**src/rtl/vga_write_arbiter.sv**
```systemverilog
// Merges drawer pixels (via a FIFO) and a rectangular background-clear sweep into
// one registered adapter write stream. Define VGA_ARB_CLIP_EN to drop off-screen drawer pixels.
module vga_write_arbiter #(
  parameter int unsigned CLR_X0    = 0,
  parameter int unsigned CLR_Y0    = 0,
  parameter int unsigned CLR_W     = 160,
  parameter int unsigned CLR_H     = 120,
  parameter logic [2:0]  BG_COLOUR = 3'b000,
  parameter int unsigned FIFO_AW   = 4
) (
  input  logic       clk,
  input  logic       reset,
  input  logic       clr_req,
  input  logic       in_we,
  input  logic [7:0] in_x,
  input  logic [6:0] in_y,
  input  logic [2:0] in_colour,
  output logic [7:0] x,
  output logic [6:0] y,
  output logic [2:0] colour,
  output logic       plot,
  output logic       busy,
  output logic       overflow
);

  localparam int unsigned DEPTH = 1 << FIFO_AW;
  localparam int unsigned CXW   = (CLR_W > 1) ? $clog2(CLR_W) : 1;
  localparam int unsigned CYW   = (CLR_H > 1) ? $clog2(CLR_H) : 1;
  localparam logic [FIFO_AW:0] FULL_CNT = (FIFO_AW + 1)'(DEPTH);
  localparam logic [CXW-1:0]   CX_LAST  = CXW'(CLR_W - 1);
  localparam logic [CYW-1:0]   CY_LAST  = CYW'(CLR_H - 1);

  typedef struct packed {
    logic [7:0] x;
    logic [6:0] y;
    logic [2:0] colour;
  } pixel_t;

  typedef enum logic {IDLE, CLEAR} state_t;

  // Rectangle must fit the 160x120 screen; there is no runtime wrap.
  if (CLR_W < 1 || CLR_H < 1 || CLR_X0 + CLR_W > 160 || CLR_Y0 + CLR_H > 120) begin : g_bad_rect
    $error("vga_write_arbiter: clear rectangle does not fit the screen");
  end

  state_t               state_q, state_d;
  logic [CXW-1:0]       cx_q, cx_d;
  logic [CYW-1:0]       cy_q, cy_d;

  pixel_t               mem [DEPTH];
  logic [FIFO_AW-1:0]   wr_ptr, rd_ptr;
  logic [FIFO_AW:0]     count;
  logic                 fifo_empty, fifo_full;

  logic                 s1_valid_q, s1_valid_d;
  logic                 s1_clear_q, s1_clear_d;
  pixel_t               s1_pix_q, s1_pix_d;

  pixel_t               in_pix;
  logic                 in_range, push_ok, push, pop, drop;

  assign in_pix     = '{x: in_x, y: in_y, colour: in_colour};
  assign fifo_empty = (count == '0);
  assign fifo_full  = (count == FULL_CNT);

`ifdef VGA_ARB_CLIP_EN
  assign in_range = (in_x < 8'd160) && (in_y < 7'd120);
`else
  assign in_range = 1'b1;
`endif

  // Pixels arriving with a clear request are discarded: the sweep covers them.
  assign push_ok = in_we && !clr_req && in_range;
  assign push    = push_ok && (!fifo_full || pop);
  assign drop    = push_ok && fifo_full && !pop;

  // Next state, sweep counters and selection of the pixel entering the output pipe.
  always_comb begin
    state_d    = state_q;
    cx_d       = cx_q;
    cy_d       = cy_q;
    pop        = 1'b0;
    s1_valid_d = 1'b0;
    s1_clear_d = 1'b0;
    s1_pix_d   = s1_pix_q;
    if (clr_req) begin
      state_d = CLEAR;
      cx_d    = '0;
      cy_d    = '0;
    end else begin
      case (state_q)
        IDLE: begin
          if (!fifo_empty) begin
            pop        = 1'b1;
            s1_valid_d = 1'b1;
            s1_pix_d   = mem[rd_ptr];
          end
        end
        CLEAR: begin
          s1_valid_d = 1'b1;
          s1_clear_d = 1'b1;
          s1_pix_d   = '{x: 8'(CLR_X0) + 8'(cx_q),
                         y: 7'(CLR_Y0) + 7'(cy_q),
                         colour: BG_COLOUR};
          if (cx_q == CX_LAST) begin
            cx_d = '0;
            if (cy_q == CY_LAST) begin
              cy_d    = '0;
              state_d = IDLE;
            end else begin
              cy_d = cy_q + CYW'(1);
            end
          end else begin
            cx_d = cx_q + CXW'(1);
          end
        end
        default: state_d = IDLE;
      endcase
    end
  end

  always_ff @(posedge clk) begin
    if (push) mem[wr_ptr] <= in_pix;
  end

  always_ff @(posedge clk) begin
    if (reset) begin
      state_q    <= IDLE;
      cx_q       <= '0;
      cy_q       <= '0;
      wr_ptr     <= '0;
      rd_ptr     <= '0;
      count      <= '0;
      s1_valid_q <= 1'b0;
      s1_clear_q <= 1'b0;
      s1_pix_q   <= '0;
      x          <= '0;
      y          <= '0;
      colour     <= '0;
      plot       <= 1'b0;
      busy       <= 1'b0;
      overflow   <= 1'b0;
    end else begin
      state_q    <= state_d;
      cx_q       <= cx_d;
      cy_q       <= cy_d;
      s1_valid_q <= s1_valid_d;
      s1_clear_q <= s1_clear_d;
      s1_pix_q   <= s1_pix_d;
      x          <= s1_pix_q.x;
      y          <= s1_pix_q.y;
      colour     <= s1_pix_q.colour;
      plot       <= s1_valid_q;
      busy       <= s1_clear_q;
      if (drop) overflow <= 1'b1;
      if (clr_req) begin
        wr_ptr <= '0;
        rd_ptr <= '0;
        count  <= '0;
      end else begin
        if (push) wr_ptr <= wr_ptr + FIFO_AW'(1);
        if (pop)  rd_ptr <= rd_ptr + FIFO_AW'(1);
        case ({push, pop})
          2'b10:   count <= count + (FIFO_AW + 1)'(1);
          2'b01:   count <= count - (FIFO_AW + 1)'(1);
          default: count <= count;
        endcase
      end
    end
  end

endmodule

```
**config.mk**
```make
export PLATFORM = sky130hd
export DESIGN_NAME = vga_write_arbiter
export DESIGN_NICKNAME = d
export VERILOG_FILES = /design/src/rtl/vga_write_arbiter.sv
export SDC_FILE = /design/constraint.sdc
export NUM_CORES = 1
export LEC_CHECK = 0
export ABC_AREA = 1
export CAP_MARGIN = 20
export CORE_MARGIN = 2
export CORE_UTILIZATION = 55
export DETAILED_ROUTE_END_ITERATION = 10
export MAX_ROUTING_LAYER = met4
export PLACE_DENSITY = 0.72
export SYNTH_ARGS = -nofsm -noshare
export SYNTH_HDL_FRONTEND = slang
export SYNTH_SLANG_ARGS = --single-unit
```
**constraint.sdc**
```tcl
create_clock -name clk -period 2.82 [get_ports clk]
set_input_delay 0.564 -clock clk [delete_from_list [all_inputs] [get_ports clk]]
set_output_delay 0.564 -clock clk [all_outputs]
set_load 0.01 [all_outputs]
```
==> results.cfg <==
[placement]
gp_congestion = 0.825
pre_cts_ws_ns = 0.269
io_buffers = 42
post_dp_cell_area_um2 = 15400
dp.cells = 1578
place_hpwl_mm = 19.6

[global_route]
busiest_layer = met2
overflow = 0
met2_usage_pct = 39.0
grt_use_met1_pct = 30.7
grt_first_pass_wirelength_mm = 50.6
grt_usage_pct = 24.2
grt_use_met3_pct = 3.81
grt_start_max_net_pins = 163
antenna_found_initial = 1
grt_pass1_vias = 9087

[finish]
instances_no_fill = 1645
areaGrowthSynthToFinish_pct = 14.4
design_area_um2 = 16500
fillers = 1921
num-nets-final = 1312
final_core_util_pct = 63.8
drive_gt1_share_pct = 10.0

[sta]
fin_hold_ws_ns = 0.401
rsz0062_at_grt = no
finalMaxSlewViolations = 0
setup_violations = 0
skew_ns = 0.0157
finalCritPeriodShare_pct = 75.5
final.setup.worst_slack_ns = 0.691
fmax_ghz = 0.470
fin_setup_tns_ns = 0
min_period_ns = 2.13
final-hold-violation-count = 0
worst_slew_pin_slew_ns = 0.787
relSlewSlack_pct = 47.4

[critical_path]
critPathCaptureType = flip-flop
crit_fanout = 162
crit_type = reg -> reg
start_kind = flip-flop
cp.required_ns = 3.27
arrival_ns = 2.58

[clock_tree]
cts_resized = 0
cts_root_buffer = clkbuf_16
cts_max_level = 2
clkSinkCount = 362
clk_pin_slew_ns = 0.06
holdBufCountCts = 0
cts_tree = built
post-cts-setup-buffers = 0
insertion_delay_ns = 0.52
clockBufferDepth = 3
numCtsBuffers = 37

[synthesis]
synth-seq-cells = 362
synth.area.mux_share_pct = 0
synth_top_family_by_area = simple AND/OR/NAND/NOR gates
synthCells = 1229
synth.cell_area_um2 = 14400
syn_area_per_cell_um2 = 11.8
synth-xor-area-share_pct = 0.364
synth-simple-area-share_pct = 12.1
netlist.area_leader.share_pct = 59.9
synthTopCellsByArea = edfxtp_1 (60%), dfxtp_1 (10%), nor2_1 (6.1%)
synth_nets = 1259
synthAdderAreaFrac_pct = 0.693
synth_top_area_cell = edfxtp_1
yosysSeqAreaShare_pct = 70.1
ys_warn_count = 0
synth_cell_types = 41
synth_compound_area_share_pct = 11.9

[detailed_routing]
drt_iter0_drc = 957
first_pass_iters = 5
routedWlPerCell_um = 19.6
wl_mm = 32.2
drtAntennaViolNets = 0
drcViolationCount = 0
via_per_inst = 5.72
vias = 9413

[floorplanning]
fp.dieH_um = 166
core_um2 = 25900
pin_count = 43
dieArea_um2 = 27600
fp.dieW_um = 166
initial_core_util_pct = 55.7
rows = 59

[power]
power_mw = 10.9
max-vdd-ir-drop_uv = 507
p_leak_nw = 5.63
power.density_nw_per_um2 = 657

[run_status]
outcome = complete, no violations

[min_path]
hp-class = reg -> reg
holdCritStartpoint = s1_valid_q

[flow_run]
cap_violations = 0
[flip-flops by register name (all words and copies together), names as in the netlist, 3 cells and up, named ones only]
name and flops:
colour 3, x 8, wr_ptr 4, count 5, mem 288, cy_q 7, s1_pix_q 18, rd_ptr 4
y 7, cx_q 8
[synth_stat cells, drive strengths merged]
library cell / number
xor2: 4
o22ai: 2
dfxtp: 74
nor3: 5
and3: 1
o211ai: 78
nand3: 56
nand4: 10
clkinv: 1
nor3b: 1
a31o: 1
nand3b: 1
a21oi: 37
a211oi: 1
ha: 8
nor2: 243
nand2: 93
clkbuf: 23
inv: 81
buf: 44
edfxtp: 288
xnor2: 2
o21ai: 168
o21a: 1
o221ai: 6
[kinds of logic (layout without fill, tap and decap cells)]
kind of cell	Yosys count	after routing
AO/OA/AOI/OAI	294	294
XOR/XNOR	6	6
adder cells (fa/ha/maj)	8	8
buffers and inverters	149	229
flip-flops	362	362
other	0	1
AND/OR/NAND/NOR	410	410
[final timing paths]
path	end	slack [ns]	cells after the start
worst max register to register	s1_pix_q[16]	0.69	7
worst min register to register	plot	0.40	2
worst min-delay path	plot	0.40	2
worst max-delay path	s1_pix_q[16]	0.69	7
[power breakdown]
group	switching (mW)	internal (mW)	total [mW]
Sequential	0.0221	5.82	5.84
Clock	1.91	2.57	4.48
Combinational	0.362	0.171	0.534
[cell type report]
cell class	instances	area, um^2	area share (%)
Clock buffer	46	985	5.96
Timing Repair Buffer	81	901	5.45
Multi-Input combinational cell	718	3650	22.1
Inverter	82	310	1.88
Tap cell	335	419	2.54
Antenna cell	1	2.50	0.0151
Sequential cell	362	10100	61.3
Clock inverter	20	121	0.734
[cells in the final DEF, fill, tap and decap left out, drive strengths merged, types with 4 or more instances in the layout]
cell	n
o221ai	6
nand2	93
o211ai	78
dfxtp	74
buf	39
clkbuf	46
a21oi	37
clkdlybuf4s50	42
inv	83
clkinv	18
o21ai	168
edfxtp	288
xor2	4
nor3	5
ha	8
nor2	243
nand4	10
nand3	56
[per-layer routing]
layer	routed length, um	part of all wire [%]
met2	15600	48
met3	2080	6.5
met5	0	0
met1	13200	41
met4	1320	4.1
[worst max-delay path, stage by stage (launching register included)]
cell	delay, ns
dfxtp_4	0.37
buf_12	0.44
o21ai_0	0.19
o211ai_1	0.33
nand3_1	0.14
nand3_1	0.24
o211ai_1	0.14
nand2_1	0.09
No activity file was read; power rests on OpenSTA's default activity.
